[config.mk]
export PLATFORM = sky130hd
export DESIGN_NAME = keypad_scanner
export DESIGN_NICKNAME = d
export VERILOG_FILES = /design/src/rtl/keypad_scanner.sv
export SDC_FILE = /design/constraint.sdc
export NUM_CORES = 1
export LEC_CHECK = 0
export BUFFER_PORTS_ARGS = -buffer_cell sky130_fd_sc_hd__buf_2
export CAP_MARGIN = 20
export CORE_AREA = 2 2 69 104
export DETAILED_ROUTE_END_ITERATION = 8
export DIE_AREA = 0 0 71 106
export PLACE_DENSITY = 0.68
export REMOVE_ABC_BUFFERS = 1
export SLEW_MARGIN = 5
export SYNTH_ARGS = -nofsm -noshare
export SYNTH_HDL_FRONTEND = slang
export SYNTH_SLANG_ARGS = --single-unit
export TNS_END_PERCENT = 20
[constraint.sdc]
create_clock -name clk -period 1.83 [get_ports clk]
set_input_delay 0.183 -clock clk [delete_from_list [all_inputs] [get_ports clk]]
set_output_delay 0.183 -clock clk [all_outputs]
set_load 0.05 [all_outputs]
[src/rtl/keypad_scanner.sv]
// 4x4 hex keypad scanner: row-by-row scan, per-frame key pick, press/release debounce FSM.
// Define KEYPAD_ACCUM_EN to build the 32-bit nibble accumulator behind `value`.
module keypad_scanner #(
    parameter int SCAN_DIV       = 50000,
    parameter int DEBOUNCE_SCANS = 4
) (
    input  logic        clk,
    input  logic        rst_n,
    output logic [3:0]  row,
    input  logic [3:0]  col,
    input  logic        value_clr,
    output logic        key_valid,
    output logic [3:0]  key_code,
    output logic        key_down,
    output logic [31:0] value
);

    localparam int              CNT_W   = (SCAN_DIV > 1) ? $clog2(SCAN_DIV) : 1;
    localparam logic [CNT_W-1:0] CNT_MAX = CNT_W'(SCAN_DIV - 1);
    localparam logic [3:0]      DEB_N   = 4'(DEBOUNCE_SCANS);

    typedef enum logic [1:0] {IDLE, DEBOUNCE, PRESSED} state_t;

    logic [3:0]       col_meta, col_s;
    logic [CNT_W-1:0] div_cnt;
    logic [1:0]       r;
    logic             tick;
    logic             row_hit;
    logic [1:0]       low_col;
    logic [3:0]       samp_code;
    logic             acc_hit;
    logic [3:0]       acc_code;
    logic             frame_done;
    logic             fd_hit;
    logic [3:0]       fd_code;
    state_t           state;
    logic [3:0]       cand;
    logic [3:0]       cnt;
    logic [3:0]       rel;

    function automatic logic [3:0] key_map(input logic [1:0] rr, input logic [1:0] cc);
        logic [3:0] k;
        case ({rr, cc})
            4'h0: k = 4'h1;  4'h1: k = 4'h2;  4'h2: k = 4'h3;  4'h3: k = 4'hA;
            4'h4: k = 4'h4;  4'h5: k = 4'h5;  4'h6: k = 4'h6;  4'h7: k = 4'hB;
            4'h8: k = 4'h7;  4'h9: k = 4'h8;  4'hA: k = 4'h9;  4'hB: k = 4'hC;
            4'hC: k = 4'hE;  4'hD: k = 4'h0;  4'hE: k = 4'hF;  default: k = 4'hD;
        endcase
        return k;
    endfunction

    always_ff @(posedge clk or negedge rst_n) begin
        if (!rst_n) begin
            col_meta <= '0;
            col_s    <= '0;
        end else begin
            col_meta <= col;
            col_s    <= col_meta;
        end
    end

    assign tick = (div_cnt == CNT_MAX);
    assign row  = ~(4'b0001 << r);

    always_comb begin
        row_hit = (col_s != 4'hF);
        low_col = 2'd3;
        if (!col_s[0])      low_col = 2'd0;
        else if (!col_s[1]) low_col = 2'd1;
        else if (!col_s[2]) low_col = 2'd2;
        samp_code = key_map(r, low_col);
    end

    // Scan: sample on the last cycle of each row slot; the first hit of a frame sticks,
    // which makes the lowest row and then the lowest column win.
    always_ff @(posedge clk or negedge rst_n) begin
        if (!rst_n) begin
            div_cnt    <= '0;
            r          <= 2'd0;
            acc_hit    <= 1'b0;
            acc_code   <= 4'h0;
            frame_done <= 1'b0;
            fd_hit     <= 1'b0;
            fd_code    <= 4'h0;
        end else begin
            frame_done <= 1'b0;
            if (tick) begin
                div_cnt <= '0;
                r       <= r + 2'd1;
                if (r == 2'd3) begin
                    frame_done <= 1'b1;
                    fd_hit     <= acc_hit | row_hit;
                    fd_code    <= acc_hit ? acc_code : samp_code;
                    acc_hit    <= 1'b0;
                    acc_code   <= 4'h0;
                end else if (!acc_hit && row_hit) begin
                    acc_hit  <= 1'b1;
                    acc_code <= samp_code;
                end
            end else begin
                div_cnt <= div_cnt + CNT_W'(1);
            end
        end
    end

    // Debounce FSM, stepped once per completed frame.
    always_ff @(posedge clk or negedge rst_n) begin
        if (!rst_n) begin
            state     <= IDLE;
            cand      <= 4'h0;
            cnt       <= 4'h0;
            rel       <= 4'h0;
            key_valid <= 1'b0;
            key_code  <= 4'h0;
            key_down  <= 1'b0;
        end else begin
            key_valid <= 1'b0;
            if (frame_done) begin
                case (state)
                    IDLE: begin
                        if (fd_hit) begin
                            cand <= fd_code;
                            if (DEB_N == 4'd1) begin
                                state     <= PRESSED;
                                key_valid <= 1'b1;
                                key_code  <= fd_code;
                                key_down  <= 1'b1;
                                rel       <= 4'h0;
                                cnt       <= 4'h0;
                            end else begin
                                state <= DEBOUNCE;
                                cnt   <= 4'd1;
                            end
                        end
                    end
                    DEBOUNCE: begin
                        if (!fd_hit) begin
                            state <= IDLE;
                            cnt   <= 4'h0;
                        end else if (fd_code == cand) begin
                            if (cnt + 4'd1 == DEB_N) begin
                                state     <= PRESSED;
                                key_valid <= 1'b1;
                                key_code  <= cand;
                                key_down  <= 1'b1;
                                rel       <= 4'h0;
                                cnt       <= 4'h0;
                            end else begin
                                cnt <= cnt + 4'd1;
                            end
                        end else begin
                            cand <= fd_code;
                            cnt  <= 4'd1;
                        end
                    end
                    PRESSED: begin
                        if (fd_hit) begin
                            rel <= 4'h0;
                        end else if (rel + 4'd1 == DEB_N) begin
                            state    <= IDLE;
                            key_down <= 1'b0;
                            rel      <= 4'h0;
                        end else begin
                            rel <= rel + 4'd1;
                        end
                    end
                    default: state <= IDLE;
                endcase
            end
        end
    end

`ifdef KEYPAD_ACCUM_EN
    logic [31:0] value_q;

    // Clear takes priority over the shift, but a simultaneous press still lands as the first digit.
    always_ff @(posedge clk or negedge rst_n) begin
        if (!rst_n) begin
            value_q <= 32'h0;
        end else if (value_clr && key_valid) begin
            value_q <= {28'h0, key_code};
        end else if (value_clr) begin
            value_q <= 32'h0;
        end else if (key_valid) begin
            value_q <= {value_q[27:0], key_code};
        end
    end

    assign value = value_q;
`else
    logic unused_value_clr;
    assign unused_value_clr = value_clr;
    assign value = 32'h0;
`endif

endmodule

Word-level counts from Yosys, hierarchy flattened. Memories as Yosys holds them, arrays and structs flattened. Index checks and enable logic that the tools add are counted.

Register bits after elaboration: 57. Latch bits: 0. Bits in writable memories: 0. Memory bits (read-only): 64. Input bits: 7. Output and inout bits: 42. Word-level logic and storage cells: 99. Memories: 1.

Add/sub/neg operators: 4. Multipliers: 0. Div/mod/pow operators: 0. Order comparisons: 0. Equality and inequality tests: 17. Shifts and indexed selects: 1. Multiplexer cells: 44. Bitwise operators: 2. Reductions and logical operators: 14.

Memory list: (name not given) (words 16, bits a word 4, rd ports 1, clocked after Yosys merged registers in 0, wr ports 0, RTL line 43) `case ({rr, cc})`.

Operator list (number): $mux W4 (15); $pmux W4 S2 (3); $add A16 B1 Y16 const B (1); $eq A16 B16 Y1 const B (1); $mux W16 (1); $mux W2 (8); $mux W1 (15); $reduce_and A5 Y1 (3); $ne A2 B2 Y1 const B (7); $add A4 B1 Y4 const B (2); $eq A4 B3 Y1 const B (2); $reduce_and A7 Y1 (1); $ne A3 B3 Y1 const B (2); $pmux W2 S3 (1); $reduce_and A6 Y1 (1); $reduce_bool A2 Y1 (3); $eq A2 B2 Y1 const B (2); $eq A4 B4 Y1 (1); $ne A4 B4 Y1 const B (1); $not A4 Y4 (1); $reduce_and A2 Y1 (2); $shl A1 B2 Y4 const A (1); $reduce_and A3 Y1 (1); $add A2 B1 Y2 const B (1); other kinds (6) (6).

Longest topological paths before layout. Gate-level depths: netlist of run 1.

Depth after elaboration: 7. Depth in mapped cells: 8. Gate-level depth less buffers: 8.

Least setup slack after synthesis of run 1. No wires, ideal clock.

Path kind: register to register. From: reg cnt[0]. To: reg key_code[0]. Setup time: 125 ps. Data arrival time: 1739 ps. Required time: 1705 ps. Path slack: -34 ps. Stages on the path, launching flop included: 6. Path buffers: 0. Period minus slack after synthesis: 1864 ps. Cells stage by stage: dfrtp_1 ha_1 and3b_1 a31oi_1 nor3_2 mux2_2.

Word-level cells in the longest chain between the ends: 3.

Ends and longest elaborated chain: from (decl) (RTL line 38) `logic [3:0] cnt;`; from (signal assigned) (RTL line 149) `cnt <= cnt + 4'd1;`; $add A4 B1 Y4 (RTL line 141) `if (cnt + 4'd1 == DEB_N) begin`; $eq A4 B3 Y1 (RTL line 141); $reduce_and A5 Y1 (no line); to (signal assigned) (RTL line 126) `key_code <= fd_code;`; to (signal assigned) (RTL line 144) `key_code <= cand;`; to (decl) (RTL line 13) `output logic [3:0] key_code,`.

Every way passes these cells. A chain may end at the register's enable or synchronous reset.

Worst setup path in the final report of run 1.
From: reg cnt[0]. To: reg rel[1].

Word-level cells in the longest chain between the ends: 4.

Ends and longest elaborated chain: $add A4 B1 Y4 (RTL line 141); $eq A4 B3 Y1 (RTL line 141); $ne A2 B2 Y1 (no line); $reduce_and A5 Y1 (no line); to (signal assigned) (RTL line 164) `rel <= rel + 4'd1;`; to (decl) (RTL line 39) `logic [3:0] rel;`.

Every way passes these cells.

==> results of run 1 <==
==> registers in the layout, indices dropped and copies added, names as in the netlist <==
register / cells
fd_hit: 1
acc_code: 4
r: 2
cand: 4
key_code: 4
rel: 4
cnt: 4
key_valid: 1
frame_done: 1
col_s: 4
acc_hit: 1
state: 2
fd_code: 4
div_cnt: 16
key_down: 1
col_meta: 4
==> worst min-delay path by stage <==
| stage | to | slack [ps] | cells after the start |
|---|---|---|---|
| floorplan | acc_code[0] | -110 | 0 |
| global placement | key_code[2] | 200 | 2 |
| detailed placement | key_code[3] | 210 | 2 |
| CTS | col_s[0] | 350 | 0 |
| global route | col_s[0] | 360 | 0 |
| finish | col_s[1] | 350 | 0 |
==> timing repair <==
action | 4_1_cts | 5_1_grt
pin swaps | 1 | 1
setup buffers | 0 | 5
setup endpoints to repair | 2 | 29
hold endpoints to repair | 61 | 0
resized for setup | 2 | 14
hold buffers | 5 | 0
==> final cells by class <==
class	instances	area, sq um
clock buffer	11	141
clock inverter	5	103
fill	577	2880
inverter	21	78.8
multi-input combinational	223	1560
sequential	57	1430
tap	78	97.6
timing repair buffer	57	423
==> critical path: cells and delay by family, from the launching register on <==
family / cells / cell delay, ps
fa+ha+maj: 1 / 240
compound gates: 3 / 630
flops: 1 / 410
simple gates: 1 / 220
buf+inv: 1 / 160
==> report_power, final <==
part | internal, mW | switching [mW]
clock | 0.939 | 0.509
combinational | 0.0298 | 0.185
sequential | 1.27 | 0.00500
total | 2.24 | 0.700
==> metrics by stage <==
| step | hold slack (ps) | power, mW | setup WS [ps] |
|---|---|---|---|
| floorplan | -113 | 1.46 | -444 |
| global placement | 204 | 1.50 | 48.3 |
| detailed placement | 205 | 1.50 | 9.62 |
| CTS | 349 | 2.96 | 20.3 |
| global route | 360 | 3.04 | -24.6 |
| finish | 346 | 2.94 | 52.2 |
==> per-layer routing <==
metal / GRT usage, % / vias to the layer above / part of all wire, %
li1: - / 1153 / -
met1: 19.7 / 1166 / 39
met2: 31.0 / 39 / 56
met3: 5.21 / 9 / 2.8
met4: 9.16 / 0 / 1.8
met5: 0 / - / 0
==> cell families (layout without fill, tap and decap cells) <==
logic type / Yosys count / in the layout / share of synthesized area (%)
simple gates: 92 / 92 / 17.1
buf+inv: 59 / 94 / 11.2
flops: 57 / 57 / 45.0
compound gates: 56 / 56 / 12.5
xor+xnor: 18 / 18 / 4.97
fa+ha+maj: 13 / 13 / 5.13
mux: 12 / 12 / 3.98
other cells: 1 / 32 / 0.118
==> synth_stat cells (all sizes together) (3+ instances only) <==
cell and instances:
dfrtp 57, buf 35, inv 21, nor2 20
nand2 16, ha 13, nand3 11, xor2 11
a21oi 8, a31oi 8, o21ai 8, mux2i 7
xnor2 7, nand2b 6, and2 5, mux2 5
o31ai 5, nand3b 4, nand4 4, a21bo 3
and4 3, clkbuf 3, nor2b 3, nor4 3
o22ai 3, or4b 3
==> impl_metrics.xml, run 1 <==
<?xml version="1.0" encoding="UTF-8"?>
<metrics>
  <group name="run_status">
    <metric name="status" unit="">finished clean</metric>
  </group>
  <group name="floorplan">
    <metric name="die_height" unit="um">106</metric>
    <metric name="floorplan.io_pins" unit="">49</metric>
    <metric name="fp-row-count" unit="">37</metric>
    <metric name="dieArea" unit="sq um">7530</metric>
    <metric name="start_util" unit="%">47.3</metric>
    <metric name="core_region_area" unit="sq um">6710</metric>
    <metric name="die_x" unit="um">71</metric>
  </group>
  <group name="worst_setup_path">
    <metric name="cp.required" unit="ps">2070</metric>
    <metric name="endpoint_kind" unit="">register</metric>
    <metric name="cp-start-kind" unit="">register</metric>
    <metric name="startpoint" unit="">cnt[0]</metric>
    <metric name="r2r-end" unit="">rel[1]</metric>
    <metric name="critical_path.cell_chain" unit="">ha_1 &gt; and3b_1 &gt; a31oi_2 &gt; buf_4 &gt; o31a_1 &gt; o31ai_1</metric>
    <metric name="setup.worst_path.end" unit="">rel[1]</metric>
    <metric name="cp_max_fo" unit="">3</metric>
    <metric name="r2r_cells" unit="">6</metric>
    <metric name="path_class" unit="">reg2reg</metric>
    <metric name="crit_path_max_incr_delay" unit="ps">410</metric>
    <metric name="ff_to_ff_start" unit="">cnt[0]</metric>
    <metric name="crit_slowest_cell" unit="">sky130_fd_sc_hd__dfrtp_1</metric>
    <metric name="critPathArrivalTime" unit="ps">2020</metric>
    <metric name="regToRegSetupSlack" unit="ps">50</metric>
  </group>
  <group name="clocking">
    <metric name="max-clock-path-buffers" unit="">2</metric>
    <metric name="h_tree_depth_reported_by_cts" unit="">3</metric>
    <metric name="clock_sink_count" unit="">57</metric>
    <metric name="cts_tree" unit="">built</metric>
    <metric name="cts_bufs_inserted" unit="">9</metric>
    <metric name="clkTransAtPathRegs" unit="ps">70</metric>
    <metric name="root_buf_cell" unit="">sky130_fd_sc_hd__clkbuf_8</metric>
    <metric name="insertion_delay" unit="ps">340</metric>
  </group>
  <group name="final_layout">
    <metric name="final_nets" unit="">389</metric>
    <metric name="non_filler_cells_in_the_finished_layout" unit="">452</metric>
    <metric name="area_added_between_synthesis_and_finish" unit="%">20.7</metric>
    <metric name="layout_common_cells" unit="">55 x sky130_fd_sc_hd__dfrtp_1, 34 x sky130_fd_sc_hd__buf_4, 32 x sky130_fd_sc_hd__conb_1, 21 x sky130_fd_sc_hd__inv_1, 20 x sky130_fd_sc_hd__nor2_1</metric>
    <metric name="most_common_cell_after_layout_fill_and_taps_aside" unit="">sky130_fd_sc_hd__dfrtp_1</metric>
    <metric name="postLayoutCellArea" unit="sq um">3830</metric>
    <metric name="insertedDiodeCount" unit="">0</metric>
    <metric name="final_layout_size_suffix_gt1_share" unit="%">23.8</metric>
    <metric name="utilization" unit="%">57.1</metric>
  </group>
  <group name="global_route">
    <metric name="global_route_wire_length_before_repair" unit="um">10600</metric>
    <metric name="largest_net_degree_at_the_start_of_global_routing" unit="">58</metric>
    <metric name="groute.usage.overall" unit="%">17.9</metric>
    <metric name="initial_antenna_violation_count" unit="">0</metric>
    <metric name="first_global_vias" unit="">2376</metric>
    <metric name="globalRoute.totalOverflow" unit="">0</metric>
  </group>
  <group name="sta">
    <metric name="final.setup.tns" unit="ps">0</metric>
    <metric name="fin_worst_skew" unit="ps">9.49</metric>
    <metric name="hold_violations" unit="">0</metric>
    <metric name="finalSetupViolCount" unit="">0</metric>
    <metric name="max_freq" unit="GHz">0.562</metric>
    <metric name="rsz0062_at_grt" unit="">true</metric>
    <metric name="slew_viol_final" unit="">0</metric>
    <metric name="fin_crit_sh" unit="%">97.1</metric>
    <metric name="final.min_clock_period" unit="ps">1780</metric>
  </group>
  <group name="placement">
    <metric name="placedCellCount" unit="">426</metric>
    <metric name="port_buffers" unit="">15</metric>
    <metric name="detailedPlacementHpwl" unit="um">4200</metric>
    <metric name="gpl.final_weighted_congestion" unit="">0.797</metric>
    <metric name="placedInstanceArea" unit="sq um">3440</metric>
  </group>
  <group name="job">
    <metric name="cap_violations" unit="">0</metric>
  </group>
  <group name="synth">
    <metric name="share_of_the_synthesized_area_in_the_top_cell_type" unit="%">45.0</metric>
    <metric name="post_synthesis_instance_area" unit="sq um">3170</metric>
    <metric name="ys_top_cells_by_area" unit="">sky130_fd_sc_hd__dfrtp_1 45%, sky130_fd_sc_hd__buf_4 7.8%, sky130_fd_sc_hd__ha_1 5.1%, sky130_fd_sc_hd__xor2_1 3.0%, sky130_fd_sc_hd__inv_1 2.5%</metric>
    <metric name="synth-edff-count" unit="">0</metric>
    <metric name="syn_area_per_cell" unit="sq um">10.3</metric>
    <metric name="synth_sequential_area_ratio" unit="%">45.0</metric>
    <metric name="ys_dominant_reg_cell" unit="">sky130_fd_sc_hd__dfrtp_1</metric>
    <metric name="post_syn_instances" unit="">308</metric>
    <metric name="synthesis.yosys.warnings" unit="">0</metric>
    <metric name="netlist-cell-type-count" unit="">58</metric>
    <metric name="asyncSetResetFlopFracSynth" unit="%">100</metric>
    <metric name="largest_area_contributor_in_the_netlist" unit="">sky130_fd_sc_hd__dfrtp_1</metric>
    <metric name="count_of_state_elements_after_synthesis" unit="">57</metric>
  </group>
  <group name="pwr">
    <metric name="vdd_ir_drop_max" unit="mV">0.924</metric>
    <metric name="pwr_density_cell" unit="nW/um^2">767</metric>
    <metric name="total_leakage_power" unit="nW">1.83</metric>
  </group>
  <group name="drt">
    <metric name="drt.antenna.violating_nets" unit="">0</metric>
    <metric name="wl_per_cell" unit="um">13.4</metric>
    <metric name="post_drt_via_cell_ratio" unit="">5.24</metric>
    <metric name="post-route-drc-count" unit="">0</metric>
    <metric name="detail_route.iter0.violations" unit="">116</metric>
    <metric name="dr_total_vias" unit="">2367</metric>
    <metric name="firstDrtPassIters" unit="">4</metric>
    <metric name="detailed_route_wl" unit="um">6070</metric>
  </group>
  <group name="hold_path">
    <metric name="holdCritPathClass" unit="">reg2reg</metric>
    <metric name="hold_path.startpoint" unit="">col_meta[1]</metric>
  </group>
</metrics>
Power figures use the tool's default switching activity.
==> run 2, diff against run 1 <==
- ABC_CLOCK_PERIOD_IN_PS: not set -> 1830
- SETUP_SLACK_MARGIN: not set -> 0.2
==> run 2 against run 1 <==
- final cell count rose by 1.8%
- die area did not move
- critical path depth did not move
- worst setup slack improved by 33 ps
- register-to-register slack improved by 30 ps
- routed wire length rose by 4.0%
- largest cell class unchanged
- global-route usage rose by 0.32 points
- fmax rose by 1.9%
- combinational power barely moved
- non-clock buffer count rose by 8
==> impl_metrics.xml, run 2 (synthesized netlist as in run 1, its figures left out) <==
<?xml version="1.0" encoding="UTF-8"?>
<metrics>
  <group name="global_route">
    <metric name="first_global_vias" unit="">2381</metric>
    <metric name="groute.usage.overall" unit="%">18.3</metric>
    <metric name="global_route_wire_length_before_repair" unit="um">10700</metric>
    <metric name="initial_antenna_violation_count" unit="">0</metric>
    <metric name="largest_net_degree_at_the_start_of_global_routing" unit="">58</metric>
    <metric name="globalRoute.totalOverflow" unit="">0</metric>
  </group>
  <group name="sta">
    <metric name="finalSetupViolCount" unit="">0</metric>
    <metric name="slew_viol_final" unit="">0</metric>
    <metric name="rsz0062_at_grt" unit="">true</metric>
    <metric name="max_freq" unit="GHz">0.573</metric>
    <metric name="final.setup.tns" unit="ps">0</metric>
    <metric name="final.min_clock_period" unit="ps">1750</metric>
    <metric name="fin_worst_skew" unit="ps">9.74</metric>
    <metric name="hold_violations" unit="">0</metric>
    <metric name="hold-worst-slack" unit="ps">346</metric>
    <metric name="fin_crit_sh" unit="%">95.4</metric>
    <metric name="setup_ws" unit="ps">84.7</metric>
  </group>
  <group name="worst_setup_path">
    <metric name="r2r-end" unit="">rel[0]</metric>
    <metric name="regToRegSetupSlack" unit="ps">80</metric>
    <metric name="cp_max_fo" unit="">3</metric>
    <metric name="endpoint_kind" unit="">register</metric>
    <metric name="cp.required" unit="ps">2060</metric>
    <metric name="ff_to_ff_start" unit="">cnt[0]</metric>
    <metric name="path_class" unit="">reg2reg</metric>
    <metric name="r2r_cells" unit="">6</metric>
    <metric name="critPathArrivalTime" unit="ps">1970</metric>
    <metric name="cp-start-kind" unit="">register</metric>
  </group>
  <group name="run_status">
    <metric name="status" unit="">finished clean</metric>
  </group>
  <group name="drt">
    <metric name="detail_route.iter0.violations" unit="">121</metric>
    <metric name="firstDrtPassIters" unit="">4</metric>
    <metric name="dr_total_vias" unit="">2396</metric>
    <metric name="wl_per_cell" unit="um">13.7</metric>
    <metric name="drt.antenna.violating_nets" unit="">0</metric>
    <metric name="post_drt_via_cell_ratio" unit="">5.21</metric>
    <metric name="detailed_route_wl" unit="um">6310</metric>
    <metric name="post-route-drc-count" unit="">0</metric>
  </group>
  <group name="hold_path">
    <metric name="hold_path_end" unit="">col_s[1]</metric>
    <metric name="hold_path.startpoint" unit="">col_meta[1]</metric>
    <metric name="holdCritPathClass" unit="">reg2reg</metric>
    <metric name="holdPathStages" unit="">0</metric>
  </group>
  <group name="final_layout">
    <metric name="insertedDiodeCount" unit="">0</metric>
    <metric name="number_of_flip_flops_under_the_largest_register_name" unit="">16</metric>
    <metric name="non_filler_cells_in_the_finished_layout" unit="">460</metric>
    <metric name="final_layout_size_suffix_gt1_share" unit="%">28.8</metric>
    <metric name="most_common_cell_after_layout_fill_and_taps_aside" unit="">sky130_fd_sc_hd__dfrtp_1</metric>
    <metric name="area_added_between_synthesis_and_finish" unit="%">26.3</metric>
    <metric name="layout_common_cells" unit="">53 x sky130_fd_sc_hd__dfrtp_1, 41 x sky130_fd_sc_hd__buf_4, 32 x sky130_fd_sc_hd__conb_1, 21 x sky130_fd_sc_hd__inv_1, 20 x sky130_fd_sc_hd__nor2_1</metric>
    <metric name="reg_with_most_ffs" unit="">div_cnt</metric>
    <metric name="fillerInstances" unit="">552</metric>
    <metric name="final_nets" unit="">397</metric>
  </group>
  <group name="floorplan">
    <metric name="die_x" unit="um">71</metric>
    <metric name="start_util" unit="%">47.3</metric>
    <metric name="floorplan.io_pins" unit="">49</metric>
    <metric name="core_region_area" unit="sq um">6710</metric>
    <metric name="dieArea" unit="sq um">7530</metric>
    <metric name="die_height" unit="um">106</metric>
    <metric name="fp-row-count" unit="">37</metric>
  </group>
  <group name="clocking">
    <metric name="h_tree_depth_reported_by_cts" unit="">3</metric>
    <metric name="cts_bufs_inserted" unit="">9</metric>
    <metric name="cts_tree" unit="">built</metric>
    <metric name="max-clock-path-buffers" unit="">2</metric>
    <metric name="insertion_delay" unit="ps">340</metric>
    <metric name="root_buf_cell" unit="">sky130_fd_sc_hd__clkbuf_8</metric>
    <metric name="clkTransAtPathRegs" unit="ps">70</metric>
    <metric name="clock_sink_count" unit="">57</metric>
  </group>
  <group name="job">
    <metric name="cap_violations" unit="">0</metric>
  </group>
  <group name="placement">
    <metric name="gpl.final_weighted_congestion" unit="">0.797</metric>
    <metric name="port_buffers" unit="">15</metric>
    <metric name="detailedPlacementHpwl" unit="um">4200</metric>
    <metric name="placedCellCount" unit="">426</metric>
    <metric name="placement.setup.worst_slack" unit="ps">9.62</metric>
  </group>
  <group name="pwr">
    <metric name="total_leakage_power" unit="nW">1.89</metric>
    <metric name="vdd_ir_drop_max" unit="mV">0.925</metric>
    <metric name="pwr_density_cell" unit="nW/um^2">732</metric>
    <metric name="p_total" unit="mW">2.93</metric>
  </group>
</metrics>
==> run 2: cell type report <==
class,count,area [sq um],area share (%)
clock buffer,11,141,3.53
clock inverter,5,103,2.56
inverter,21,78.8,1.97
multi-input combinational,223,1660,41.4
sequential,57,1430,35.7
tap,78,97.6,2.44
timing repair buffer,65,495,12.4
==> run 2: metrics by stage <==
step,util [%],instance area [sq um]
after floorplan,-,3010
after global placement,51.2,3440
after detailed placement,51.2,3440
after CTS,57.4,3850
after global routing,59.7,4010
final,59.7,4010
==> run 2: worst max-delay path, stage by stage, from the launching register on <==
cell	delay [ps]
sky130_fd_sc_hd__dfrtp_2	430
sky130_fd_sc_hd__ha_4	170
sky130_fd_sc_hd__nor4bb_4	360
sky130_fd_sc_hd__a31oi_4	70
sky130_fd_sc_hd__buf_4	160
sky130_fd_sc_hd__o31a_1	260
sky130_fd_sc_hd__a21o_1	180
==> run 2: worst max-delay path by stage <==
stage / cells after the start / slack [ps] / endpoint / from
finish: 6 / 80 / rel[0] / cnt[0]
global route: 5 / -10 / acc_code[3] / div_cnt[11]
CTS: 4 / 60 / row[0] / r[0]
detailed placement: 6 / 10 / rel[1] / cnt[0]
global placement: 4 / 50 / fd_code[3] / div_cnt[7]
floorplan: 4 / -440 / fd_code[1] / div_cnt[7]
==> run 2: power by group <==
group	internal, mW	switching [mW]
Combinational	0.0298	0.186
Sequential	1.27	0.00510
Clock	0.939	0.504
==> run 2: routing by layer <==
layer | up-vias | GRT usage [%] | part of all wire, % | routed length, um
li1 | 1170 | - | - | -
met1 | 1169 | 20.1 | 39 | 2450
met2 | 42 | 32.2 | 56 | 3520
met3 | 15 | 4.36 | 2.8 | 178
met4 | 0 | 9.16 | 2.5 | 159
met5 | - | 0 | 0 | 0
==> run 2: repair_timing <==
item | 4_1_cts | 5_1_grt
pin swaps | 10 | 6
buffers inserted | 5 | 8
gates resized for setup | 16 | 22
hold buffers | 5 | 0
endpoints found under the hold margin | 61 | 0
endpoints found under the setup margin | 38 | 41
==> run 3, diff against run 2 <==
- PLACE_DENSITY: 0.68 -> 0.73
==> run 3 against run 2 <==
- critical path depth stayed put
- total power shrank 14%
- clock power is 27% lower
- the flow now finishes with violations (setup timing)
- critical endpoint is now cnt[0]
- count of clock-buffer cells in the layout unchanged
- global-route usage decreased by 1.1 points
- final cell count increased by 0.22%
- critical path type unchanged
- combinational power barely moved
- flip-flop and latch count unchanged
- via count fell by 0.83%
- highest routed layer unchanged
- routed wire length shrank 2.8%
- clock skew down 1.5 ps
==> impl_metrics.xml, run 3 (synthesized netlist as in run 1, its figures left out) <==
<?xml version="1.0" encoding="UTF-8"?>
<metrics>
  <group name="run_status">
    <metric name="status" unit="">finished, violations left</metric>
    <metric name="failed_checks" unit="">setup timing</metric>
  </group>
  <group name="hold_path">
    <metric name="hold_path.startpoint" unit="">col_meta[1]</metric>
    <metric name="holdPathStages" unit="">0</metric>
    <metric name="holdCritPathClass" unit="">reg2reg</metric>
    <metric name="hold_path_end" unit="">col_s[1]</metric>
  </group>
  <group name="floorplan">
    <metric name="fp-row-count" unit="">37</metric>
    <metric name="start_util" unit="%">47.3</metric>
    <metric name="die_height" unit="um">106</metric>
    <metric name="core_region_area" unit="sq um">6710</metric>
    <metric name="die_x" unit="um">71</metric>
    <metric name="floorplan.io_pins" unit="">49</metric>
    <metric name="dieArea" unit="sq um">7530</metric>
  </group>
  <group name="drt">
    <metric name="firstDrtPassIters" unit="">4</metric>
    <metric name="dr_total_vias" unit="">2376</metric>
    <metric name="detailed_route_wl" unit="um">6130</metric>
    <metric name="post_drt_via_cell_ratio" unit="">5.15</metric>
    <metric name="wl_per_cell" unit="um">13.3</metric>
    <metric name="detail_route.iter0.violations" unit="">133</metric>
    <metric name="drt.antenna.violating_nets" unit="">0</metric>
    <metric name="post-route-drc-count" unit="">0</metric>
  </group>
  <group name="final_layout">
    <metric name="layout_common_cells" unit="">54 x sky130_fd_sc_hd__dfrtp_1, 37 x sky130_fd_sc_hd__buf_4, 32 x sky130_fd_sc_hd__conb_1, 20 x sky130_fd_sc_hd__inv_1, 20 x sky130_fd_sc_hd__nor2_1</metric>
    <metric name="area_added_between_synthesis_and_finish" unit="%">25.2</metric>
    <metric name="final_nets" unit="">398</metric>
    <metric name="reg_with_most_ffs" unit="">div_cnt</metric>
    <metric name="utilization" unit="%">59.2</metric>
    <metric name="number_of_flip_flops_under_the_largest_register_name" unit="">16</metric>
    <metric name="insertedDiodeCount" unit="">0</metric>
    <metric name="most_common_cell_after_layout_fill_and_taps_aside" unit="">sky130_fd_sc_hd__dfrtp_1</metric>
    <metric name="postLayoutCellArea" unit="sq um">3970</metric>
    <metric name="final_layout_size_suffix_gt1_share" unit="%">27.7</metric>
  </group>
  <group name="sta">
    <metric name="slew_viol_final" unit="">0</metric>
    <metric name="hold_violations" unit="">0</metric>
    <metric name="rsz0062_at_grt" unit="">true</metric>
    <metric name="fin_crit_sh" unit="%">101</metric>
    <metric name="final.setup.tns" unit="ps">-22.7</metric>
    <metric name="final.min_clock_period" unit="ps">1850</metric>
    <metric name="finalSetupViolCount" unit="">1</metric>
    <metric name="fin_worst_skew" unit="ps">8.26</metric>
    <metric name="setup_ws" unit="ps">-22.7</metric>
    <metric name="max_freq" unit="GHz">0.540</metric>
  </group>
  <group name="worst_setup_path">
    <metric name="regToRegSetupSlack" unit="ps">-20</metric>
    <metric name="cp_max_fo" unit="">4</metric>
    <metric name="crit_slowest_cell" unit="">sky130_fd_sc_hd__dfrtp_2</metric>
    <metric name="critPathArrivalTime" unit="ps">2070</metric>
    <metric name="endpoint_kind" unit="">register</metric>
    <metric name="cp-start-kind" unit="">register</metric>
    <metric name="ff_to_ff_start" unit="">cnt[0]</metric>
    <metric name="r2r_cells" unit="">6</metric>
    <metric name="critPathTopFamily" unit="">compound AO/OA/AOI/OAI gates</metric>
    <metric name="critical_path.cell_chain" unit="">ha_2 &gt; and3b_1 &gt; a31oi_4 &gt; buf_6 &gt; o311a_1 &gt; o22a_1</metric>
    <metric name="r2r-end" unit="">cnt[0]</metric>
    <metric name="crit_path_max_incr_delay" unit="ps">440</metric>
    <metric name="cp.depth" unit="">6</metric>
    <metric name="cp.required" unit="ps">2050</metric>
    <metric name="path_class" unit="">reg2reg</metric>
    <metric name="buf_inv_stages_crit_path" unit="">1</metric>
  </group>
  <group name="placement">
    <metric name="port_buffers" unit="">15</metric>
    <metric name="detailedPlacementHpwl" unit="um">4080</metric>
    <metric name="gpl.final_weighted_congestion" unit="">0.772</metric>
    <metric name="placedInstanceArea" unit="sq um">3450</metric>
    <metric name="placement.setup.worst_slack" unit="ps">-46.9</metric>
  </group>
  <group name="global_route">
    <metric name="globalRoute.totalOverflow" unit="">0</metric>
    <metric name="initial_antenna_violation_count" unit="">0</metric>
    <metric name="largest_net_degree_at_the_start_of_global_routing" unit="">58</metric>
    <metric name="global_route_wire_length_before_repair" unit="um">10200</metric>
    <metric name="groute.usage.overall" unit="%">17.2</metric>
    <metric name="first_global_vias" unit="">2369</metric>
  </group>
  <group name="clocking">
    <metric name="clock_sink_count" unit="">57</metric>
    <metric name="h_tree_depth_reported_by_cts" unit="">3</metric>
    <metric name="cts_bufs_inserted" unit="">9</metric>
    <metric name="clkTransAtPathRegs" unit="ps">70</metric>
    <metric name="max-clock-path-buffers" unit="">2</metric>
    <metric name="root_buf_cell" unit="">sky130_fd_sc_hd__clkbuf_8</metric>
    <metric name="cts_tree" unit="">built</metric>
    <metric name="insertion_delay" unit="ps">330</metric>
  </group>
  <group name="pwr">
    <metric name="vdd_ir_drop_max" unit="mV">0.859</metric>
    <metric name="pwr_density_cell" unit="nW/um^2">638</metric>
    <metric name="total_leakage_power" unit="nW">1.86</metric>
  </group>
  <group name="job">
    <metric name="cap_violations" unit="">0</metric>
  </group>
</metrics>
[run 3: routing by layer]
layer / global-route usage [%] / share of wire (%)
met1: 18.3 / 40
met3: 4.17 / 2.5
met5: 0 / 0
met2: 30.4 / 55
met4: 9.70 / 2.4
[run 3: cell type report]
type,count,area [sq um]
Multi-Input combinational cell,223,1660
Fill cell,559,2740
Inverter,21,78.8
Tap cell,78,97.6
Clock buffer,11,151
Sequential cell,57,1430
Timing Repair Buffer,66,520
Clock inverter,5,30.0
[run 3: per-stage QoR]
stage / total power, mW / instances / hold slack (ps)
6_report: 2.54 / 461 / 351
5_1_grt: 2.66 / 461 / 363
4_1_cts: 2.57 / 458 / 350
3_5_place_dp: 1.50 / 427 / 208
3_3_place_gp: 1.50 / 427 / 208
2_1_floorplan: 1.46 / 301 / -113
[run 3: report_power, final]
group	total (mW)	internal (mW)	switching [mW]
logic	0.213	0.0283	0.185
registers	1.27	1.27	0.00502
clock network	1.05	0.556	0.492
[run 3: worst max path at each step]
stage / start / to / slack, ps
after floorplan: div_cnt[7] / fd_code[1] / -440
after global placement: cnt[0] / key_code[2] / -5
after detailed placement: cnt[0] / key_code[3] / -50
after CTS: r[0] / row[2] / 60
after global routing: cnt[1] / cnt[0] / -90
final: cnt[0] / cnt[0] / -20
[run 3: repair_timing]
item                       CTS  global route
hold buffers                 5             0
buffers inserted             9             3
pin swaps                   10             9
hold endpoints to repair    61             0
setup endpoints to repair   38            39
cloned                       1             0
resized for setup           15            34
